--- config.mk ---
export PLATFORM = sky130hd
export DESIGN_NAME = alu_slice_sequencer
export DESIGN_NICKNAME = d
export VERILOG_FILES = /design/src/rtl/alu_seq_pkg.sv /design/src/rtl/alu_slice_sequencer.sv
export SDC_FILE = /design/constraint.sdc
export NUM_CORES = 1
export LEC_CHECK = 0
export ABC_CLOCK_PERIOD_IN_PS = 3150
export CAP_MARGIN = 0
export CORE_MARGIN = 2
export CORE_UTILIZATION = 50
export DETAILED_ROUTE_END_ITERATION = 10
export PLACE_DENSITY = 0.79
export SLEW_MARGIN = 20
export SYNTH_ARGS = -nofsm -noshare
export SYNTH_HDL_FRONTEND = slang
export SYNTH_SLANG_ARGS = --single-unit
--- constraint.sdc ---
create_clock -name clk -period 3.15 [get_ports clk]
set_clock_uncertainty 0.15 [all_clocks]
set_input_delay 0.4725 -clock clk [delete_from_list [all_inputs] [get_ports clk]]
set_output_delay 0.4725 -clock clk [all_outputs]
set_load 0.1 [all_outputs]
--- src/rtl/alu_seq_pkg.sv ---
// alu_seq_pkg: shared state encoding and 74181 function-select codes for the slice sequencer
package alu_seq_pkg;
  typedef enum logic [1:0] {IDLE, RUN, DONE} state_t;
  localparam logic [3:0] ALU_ADD    = 4'b1001;
  localparam logic [3:0] ALU_SUB    = 4'b0110;
  localparam logic [3:0] ALU_AND    = 4'b1011;
  localparam logic [3:0] ALU_XOR    = 4'b0110;
  localparam logic [3:0] ALU_PASS_A = 4'b1111;
endpackage

--- src/rtl/alu_slice_sequencer.sv ---
// alu_slice_sequencer: drives one external 4-bit 74181 slice nibble-serially to form a wide ALU
module alu_slice_sequencer
  import alu_seq_pkg::*;
#(
  parameter int NIBBLES = 4
) (
  input  logic                   clk,
  input  logic                   rst_n,
  input  logic                   in_valid,
  output logic                   in_ready,
  input  logic [4*NIBBLES-1:0]   in_a,
  input  logic [4*NIBBLES-1:0]   in_b,
  input  logic [3:0]             in_s,
  input  logic                   in_m,
  input  logic                   in_cnb,
  output logic [3:0]             slice_a,
  output logic [3:0]             slice_b,
  output logic [3:0]             slice_s,
  output logic                   slice_m,
  output logic                   slice_cnb,
  input  logic [3:0]             slice_f,
  input  logic                   slice_cn4b,
  input  logic                   slice_aeb,
  output logic                   out_valid,
  input  logic                   out_ready,
  output logic [4*NIBBLES-1:0]   out_f,
  output logic                   out_cn4b,
  output logic                   out_aeb
);
  localparam int W = 4 * NIBBLES;
  localparam int IW = NIBBLES > 1 ? $clog2(NIBBLES) : 1;
  localparam logic [IW-1:0] LAST = IW'(NIBBLES - 1);
  state_t state, state_n;
  logic [IW-1:0] idx;
  logic [W-1:0] a_q, b_q, acc;
  logic [3:0] s_q;
  logic m_q, cnb_q, carry_q, aeb_acc, run, last;
  assign run = state == RUN;
  assign last = idx == LAST;
  always_ff @(posedge clk or negedge rst_n)
    if (!rst_n) state <= IDLE;
    else state <= state_n;
  // slice pins are combinational from registered state so an async reset clears them without a clock
  always_comb begin
    state_n = state == IDLE ? (in_valid ? RUN : IDLE) :
              state == RUN  ? (last ? DONE : RUN) :
                              (out_valid && out_ready ? IDLE : DONE);
    in_ready = state == IDLE;
    slice_a = run ? a_q[{idx, 2'b00} +: 4] : 4'h0;
    slice_b = run ? b_q[{idx, 2'b00} +: 4] : 4'h0;
    slice_s = run ? s_q : 4'h0;
    slice_m = run ? m_q : 1'b1;
    slice_cnb = run ? (idx == '0 ? cnb_q : carry_q) : 1'b1;
  end
  // DONE spends one cycle copying the accumulator into the output registers before out_valid rises
  always_ff @(posedge clk or negedge rst_n)
    if (!rst_n) begin
      idx <= '0;
      a_q <= '0;
      b_q <= '0;
      s_q <= '0;
      m_q <= 1'b1;
      cnb_q <= 1'b1;
      acc <= '0;
      aeb_acc <= 1'b0;
      carry_q <= 1'b1;
      out_valid <= 1'b0;
      out_f <= '0;
      out_cn4b <= 1'b1;
      out_aeb <= 1'b0;
    end else begin
      if (state == IDLE && in_valid) begin
        a_q <= in_a;
        b_q <= in_b;
        s_q <= in_s;
        m_q <= in_m;
        cnb_q <= in_cnb;
        acc <= '0;
        aeb_acc <= 1'b1;
        idx <= '0;
      end
      if (run) begin
        acc[{idx, 2'b00} +: 4] <= slice_f;
        aeb_acc <= aeb_acc & slice_aeb;
        carry_q <= slice_cn4b;
        if (!last) idx <= idx + 1'b1;
      end
      if (state == DONE) begin
        if (!out_valid) begin
          out_valid <= 1'b1;
          out_f <= acc;
          out_cn4b <= carry_q;
          out_aeb <= aeb_acc;
        end else if (out_ready) out_valid <= 1'b0;
      end
    end
endmodule

== After elaboration in Yosys (flattened, before gate mapping) ==
Index checks and enable logic that the tools add are counted.
Word-level totals
  word-level logic and storage cells: 52
  memory bits (read-only): 0
  flip-flop bits (word level): 79
  memories: 0
  bits of input ports: 48
  memory bits (writable): 0
  bits in latches: 0
  output and inout bits: 34
Operators by class
  eq/ne operators: 3
  div/mod/pow operators: 0
  reduce and logical (&&, ||, !) cells: 6
  bitwise operators: 2
  magnitude comparators: 0
  multipliers: 0
  $add $sub $neg: 2
  shift operators: 4
  multiplexer cells: 21
Operators by type and width (number)
  $mux 16: 2
  $shiftx 16x5->4: 2
  $bwmux 16: 1
  $shift 4x6->16 const A: 1
  $shiftx 4x6->16: 1
  $mux 2: 7
  $mux 4: 3
  $mux 1: 8
  $neg 4->6: 1
  $eq 2x2->1 const B: 2
  $logic_not 2->1: 2
  $add 2x1->2 const B: 1
  $eq 2x1->1 const B: 1
  $logic_and 1x1->1: 2
  $reduce_and 2->1: 1
  $reduce_bool 2->1: 1
  $and 1x1->1: 1
  $not 1->1: 1

== Depth between registers and ports, before layout ==
Gate-level depths: netlist of the first run.
  word-level depth: 5
  mapped depth: 6
  depth with buffers taken out: 5

== Least setup slack after synthesis of the first run ==
No wires, ideal clock.
  path type: flip-flop to output port
  start point: reg idx[0]
  end point: out slice_cnb
  stages on the path, launching flop included: 6
  setup slack: 0.662 ns
  arrival time: 1.865 ns
  buffers on the path: 1
  data required time: 2.527 ns
  cell sequence: dfrtp_1 -> buf_2 -> inv_1 -> ha_1 -> mux2i_1 -> nand2_1
Between the ends
  longest elaborated chain between the ends: 3
RTL lines
  from (decl): RTL line alu_slice_sequencer.sv:34  | logic [IW-1:0] idx;
  from (signal assigned): RTL line alu_slice_sequencer.sv:86  | if (!last) idx <= idx + 1'b1;
  $logic_not 2->1: RTL line alu_slice_sequencer.sv:53  | slice_cnb = run ? (idx == '0 ? cnb_q : carry_q) : 1'b1;
  $mux 1 (2 in series): RTL line alu_slice_sequencer.sv:53
  to (decl): RTL line alu_slice_sequencer.sv:20  | output logic slice_cnb,
No other way between the ends.

== Worst setup path in the final report of the first run ==
  start point: reg idx[0]
  end point: out slice_a[1]
Between the ends
  longest elaborated chain between the ends: 2
RTL lines
  $shiftx 16x5->4: RTL line alu_slice_sequencer.sv:49  | slice_a = run ? a_q[{idx, 2'b00} +: 4] : 4'h0;
  $mux 4: RTL line alu_slice_sequencer.sv:49
  to (decl): RTL line alu_slice_sequencer.sv:16  | output logic [3:0] slice_a,
No other way between the ends.

==> results of run 1 <==
[worst register-to-register path: cells and delay by family, from the launching register on]
family                     cells  cell delay [ns]
DFF                            1             0.85
AOI/OAI and AO/OA              1             0.29
buffers and inverters          1             0.20
and+or+nand+nor                1             0.74
adders and majority gates      1             0.31
[state kept, by name, indices dropped and copies added (netlist names)]
name,count
s_q,4
m_q,1
cnb_q,1
out_aeb,1
idx,2
out_valid,1
acc,16
carry_q,1
b_q,16
out_cn4b,1
state,2
aeb_acc,1
out_f,16
a_q,16
[placed cells by master, fill, tap and decap left out, types with 2 or more instances in the layout]
cell | netlist | layout
mux2_4 | 37 | 37
nor2_1 | 2 | 2
nand2b_1 | 3 | 3
mux2i_1 | 2 | 2
ha_1 | 5 | 5
mux4_2 | 8 | 8
bufinv_16 | 0 | 2
inv_1 | 2 | 2
mux2_2 | 20 | 20
nor2b_1 | 3 | 3
dfstp_2 | 4 | 4
buf_12 | 0 | 14
buf_4 | 1 | 24
dfrtp_1 | 75 | 75
clkdlybuf4s50_1 | 0 | 46
a21o_1 | 4 | 4
or3b_2 | 1 | 2
clkbuf_8 | 0 | 11
a32o_1 | 4 | 4
and2_1 | 13 | 13
a22o_1 | 12 | 12
o21ai_0 | 3 | 3
clkinvlp_4 | 0 | 2
nand2_1 | 14 | 14
[worst min path at each step]
stage,startpoint,to,cells after the start
after detailed placement,carry_q$_DFFE_PN1P_,carry_q$_DFFE_PN1P_,2
after floorplan,rst_n,a_q[0]$_DFFE_PN0P_,0
final,rst_n,a_q[4]$_DFFE_PN0P_,1
after global routing,rst_n,a_q[4]$_DFFE_PN0P_,1
after global placement,carry_q$_DFFE_PN1P_,carry_q$_DFFE_PN1P_,2
after CTS,rst_n,a_q[1]$_DFFE_PN0P_,1
[per-stage QoR]
stage               instances  area, um^2  worst slack (ns)  hold WS (ns)  utilization [%]
floorplan                 230        3580             0.662        0.0269                -
global route              414        4760             0.168         0.189             69.3
CTS                       414        4760             0.315         0.158             69.3
global placement          398        4530             0.619         0.309             65.9
finish                    414        4760             0.357         0.113             69.3
detailed placement        398        4530             0.541         0.315             65.9
[cell families after synthesis]
group,synth area share [%]
flip-flops,55.4
AO/OA/AOI/OAI,5.56
adder cells (fa/ha/maj),1.75
AND/OR/NAND/NOR,7.13
buffers and inverters,2.76
multiplexers,27.4
[metal layers]
layer	part of all wire (%)	track usage (%)
met5	0	0
met3	4.4	6.72
met4	1.1	5.51
met2	51	32.2
met1	44	26.0
[final cells by class]
cell class | count | area [um^2] | share of cell area (%)
clock buffer | 11 | 151 | 3.18
clock inverter | 5 | 80.1 | 1.68
inverter | 2 | 7.51 | 0.158
multi-input combinational | 137 | 1500 | 31.5
sequential | 79 | 1980 | 41.6
tap | 96 | 120 | 2.52
timing repair buffer | 84 | 921 | 19.3
==> out/qor.txt, run 1 <==
Post-route DRC = 0
CTS H-tree depth = 3
count leader, synth = dfrtp_1
clock-pin slew on the worst setup and hold paths = 0.08 ns
FFs w/ async S/R, synth = 100%
Core Footprint = 0.00687 mm^2
RSZ-0062 raised after global routing = false
Fill cells = 482
Vias/cell = 5.21
Main synth FF type = dfrtp_1
endpoints failing hold = 0
Synth-to-Final Area Change = 33.0%
Tmin final = 2.79 ns
crit end category = output pin
Avg Cell Area, Syn = 15.6 um^2
Critical-path top delay cell = dfrtp_1
Yosys cell types = 28
crit path DAT = 2.17 ns
share of the yosys chip area belonging to registers = 55.4%
Syn Inst Count = 230
Crit path largest cell delay = 0.85 ns
chip width = 88.6 um
synth cell count leaders = dfrtp_1, mux2_4, mux2_2
number of global-route vias before repair = 2278
Final ANT Viol Nets = 0
Yosys top cell area share = 52.4%
number of buffers created by CTS = 9
TNS Setup = 0 ns
Pre-Repair DR Iteration Count = 4
Overall Global Routing Usage = 19.9%
I/O pin total = 82
EDFF count, synth = 0
Root Driver = clkbuf_8
WL per Instance = 17.1 um
Final Max Tran Viols = 0
min-delay worst type = primary input to asynchronous set/reset pin
first-pass GRT wire length = 11.5 mm
Buffers on Ports = 81
CP max FO = 16
GRT overflow = 0
Startpoint Class = flip-flop
clock sink total = 79
synthesized cell area = 0.00358 mm^2
Tcrit/Tclk final = 88.7%
Yosys reg bits = 79
crit path from = idx[0]$_DFF_PN0_
Total Routed Length = 7.06 mm
share of cells above drive strength 1 = 40.3%
reg2reg start = idx[0]$_DFF_PN0_
Top delay family on crit path = flip-flops
DR vias = 2156
syn_nets = 283
largest net degree at the start of global routing = 80
status = completed
DRT iter0 DRCs = 110
Inserted Diodes = 0
Setup CP Type = flip-flop to output pin
r2r setup slk = 0.56 ns
final setup violation count = 0
Critical R2R Capture = acc[9]$_DFF_PN0_
worst path bufs/invs = 1
Yosys warning total = 0
initial antenna violation count = 0
cell breakdown of the critical path = mux4_2 > and2_1 > buf_12
# hold bufs at CTS = 0
Worst path depth = 3
Max clock buf depth = 2
die area = 0.00785 mm^2
top cells by area, synth = dfrtp_1, mux2_4, mux2_2, mux4_2, dfstp_2
fmax = 358 MHz
worst relative slew slack = 35.4%
gpl congestion = 0.713
Layout Nets = 366
Critical Path End = slice_a[1]
worst r2r path cells = 4
post-synth top area cell = dfrtp_1
DP HPWL = 4.96 mm
Std-Cell Rows = 30
CTS tree = done
CP required = 2.53 ns
post-CTS setup buffer count = 0
Initial Util = 52.1%
actual slew at the worst max-slew pin = 0.969 ns
Clk Latency, worst-skew pair = 0.35 ns
max_cap viols = 0
Die H = 88.6 um
post-cts repair resize count = 0
Power of run 1 is not shown: default switching activity piles up to over one toggle a cycle in this logic, so the estimate is an artifact.
==> run 2: changes to the inputs <==
--- a/config.mk
+++ b/config.mk
@@ -7,10 +7,10 @@
 export LEC_CHECK = 0
 export ABC_CLOCK_PERIOD_IN_PS = 3150
 export CAP_MARGIN = 0
-export CORE_MARGIN = 2
 export CORE_UTILIZATION = 50
 export DETAILED_ROUTE_END_ITERATION = 10
 export PLACE_DENSITY = 0.79
+export RECOVER_POWER = 50
 export SLEW_MARGIN = 20
 export SYNTH_ARGS = -nofsm -noshare
 export SYNTH_HDL_FRONTEND = slang
==> run 2 against run 1 <==
The run now ends with max-capacitance violations, max-slew violations left. First-iteration DRC count down 29%. Worst hold slack improved by 0.24 ns. Global-route usage up 0.64 points. Core utilization decreased by 1.1 points. Worst setup slack worse by 0.032 ns. Via count shrank 0.56%. Clock-buffer cell count shrank 2.
==> out/qor.txt, run 2 (synthesis results as in run 1) <==
Inserted Diodes = 0 (unchanged)
CP max FO = 16 (unchanged)
worst relative slew slack = -25.7% (-61 points)
TNS Setup = 0 ns (unchanged)
GRT overflow = 0 (unchanged)
CP required = 2.53 ns (about the same)
Fill cells = 491 (+1.9%)
Critical Path End = slice_cnb
Vias/cell = 5.18 (-0.56%)
Root Driver = clkbuf_8
Clk Latency, worst-skew pair = 0.35 ns (about the same)
Total Routed Length = 6.98 mm (-1.2%)
commonest non-fill, non-tap cell in the layout = dfrtp_1
Overall Global Routing Usage = 20.6% (+0.64 points)
most frequent cells in the layout = dfrtp_1, clkdlybuf4s50_1, mux2_4, mux2_2, clkbuf_1
crit path from = idx[0]$_DFF_PN0_
number of global-route vias before repair = 2254 (-1.1%)
clock sink total = 79 (unchanged)
Max clock buf depth = 2 (unchanged)
Final Max Tran Viols = 80 (+80)
r2r setup slk = 0.60 ns (+0.04 ns)
gpl congestion = 0.711 (-0.27%)
actual slew at the worst max-slew pin = 1.89 ns (+0.916 ns)
final setup violation count = 0 (unchanged)
first-pass GRT wire length = 11.5 mm (about the same)
post-cts repair resize count = 0 (unchanged)
CTS H-tree depth = 3 (unchanged)
Critical-path top delay cell = dfrtp_1
max_cap viols = 1 (+1)
crit end category = output pin
I/O pin total = 82 (unchanged)
Tmin final = 2.83 ns (+0.0322 ns)
endpoints failing hold = 0 (unchanged)
crit path DAT = 2.20 ns (+0.03 ns)
RSZ-0062 raised after global routing = false
DRT iter0 DRCs = 78 (-29%)
fmax = 354 MHz (-1.1%)
Die H = 86.6 um (-2.3%)
DP HPWL = 4.86 mm (-2.1%)
Synth-to-Final Area Change = 31.0%
WL per Instance = 16.9 um (-1.2%)
chip width = 86.6 um (-2.3%)
worst r2r path cells = 4 (unchanged)
share of cells above drive strength 1 = 35.2% (-5.0 points)
clock-pin slew on the worst setup and hold paths = 0.08 ns (about the same)
cell breakdown of the critical path = inv_1 > ha_1 > mux2i_1 > nand2_1 > buf_12
Core Footprint = 0.00687 mm^2 (unchanged)
Initial Util = 52.1% (unchanged)
Std-Cell Rows = 30 (unchanged)
initial antenna violation count = 0 (unchanged)
Crit path largest cell delay = 0.84 ns (about the same)
number of buffers created by CTS = 9 (unchanged)
die area = 0.00750 mm^2 (-4.5%)
Critical R2R Capture = acc[9]$_DFF_PN0_
failing checks = max-capacitance violations, max-slew violations
post-CTS setup buffer count = 0 (unchanged)
status = finished with violations
largest net degree at the start of global routing = 80 (unchanged)
min-delay worst type = flip-flop to flip-flop
# hold bufs at CTS = 0 (unchanged)
Post-route DRC = 0 (unchanged)
reg2reg start = idx[0]$_DFF_PN0_
CTS tree = done
Pre-Repair DR Iteration Count = 4 (unchanged)
Setup CP Type = flip-flop to output pin
Layout Nets = 366 (unchanged)
DR vias = 2144 (-0.56%)
Startpoint Class = flip-flop
Buffers on Ports = 81 (unchanged)
Final ANT Viol Nets = 0 (unchanged)
Tcrit/Tclk final = 89.7% (+1.0 points)
Hold Path Origin = acc[8]$_DFF_PN0_
==> run 2: cell types whose count changed in the layout (fill, tap and decap cells not counted), sizes merged <==
cell    previous run  this run
buf               38        21
clkbuf            11        26
clkinv             1         3
==> run 2: worst min path at each step <==
stage / endpoint / slack [ns] / depth (start not counted)
floorplan: a_q[0]$_DFFE_PN0P_ / 0.03 / 0
global placement: carry_q$_DFFE_PN1P_ / 0.31 / 2
detailed placement: acc[10]$_DFF_PN0_ / 0.34 / 1
CTS: a_q[4]$_DFFE_PN0P_ / 0.16 / 1
global route: carry_q$_DFFE_PN1P_ / 0.37 / 2
finish: acc[8]$_DFF_PN0_ / 0.35 / 1
==> run 2: per-layer routing <==
layer  vias up  wire length, um  track usage (%)
li1       1003                -                -
met1      1086             3150             28.5
met2        47             3530             32.5
met3         8              199             2.76
met4         0              105             9.39
met5         -                0                0
==> run 2: layout make-up <==
cell class	instances	area [um^2]	area share, %
Sequential cell	79	1980	42.3
Multi-Input combinational cell	137	1500	32.0
Timing Repair Buffer	84	858	18.3
Clock buffer	9	124	2.64
Tap cell	96	120	2.56
Clock inverter	7	97.6	2.08
Inverter	2	7.51	0.160
==> run 2: stage by stage <==
step           setup slack (ns)  area [um^2]  hold WS, ns  util, %  instances
2_1_floorplan             0.662         3580       0.0269        -        230
3_3_place_gp              0.616         4530        0.309     65.9        398
3_5_place_dp              0.590         4530        0.336     65.9        398
4_1_cts                   0.282         4750        0.161     69.1        414
5_1_grt                   0.111         4690        0.369     68.2        414
6_report                  0.325         4690        0.353     68.2        414
==> run 2: worst max-delay path: cells and delay by family (launching register included) <==
| family | cells | cell delay (ns) |
|---|---|---|
| flops | 1 | 0.84 |
| buf+inv | 2 | 0.39 |
| fa+ha+maj | 1 | 0.31 |
| mux | 1 | 0.19 |
| simple gates | 1 | 0.13 |
Power of run 2 is left out for the same reason.
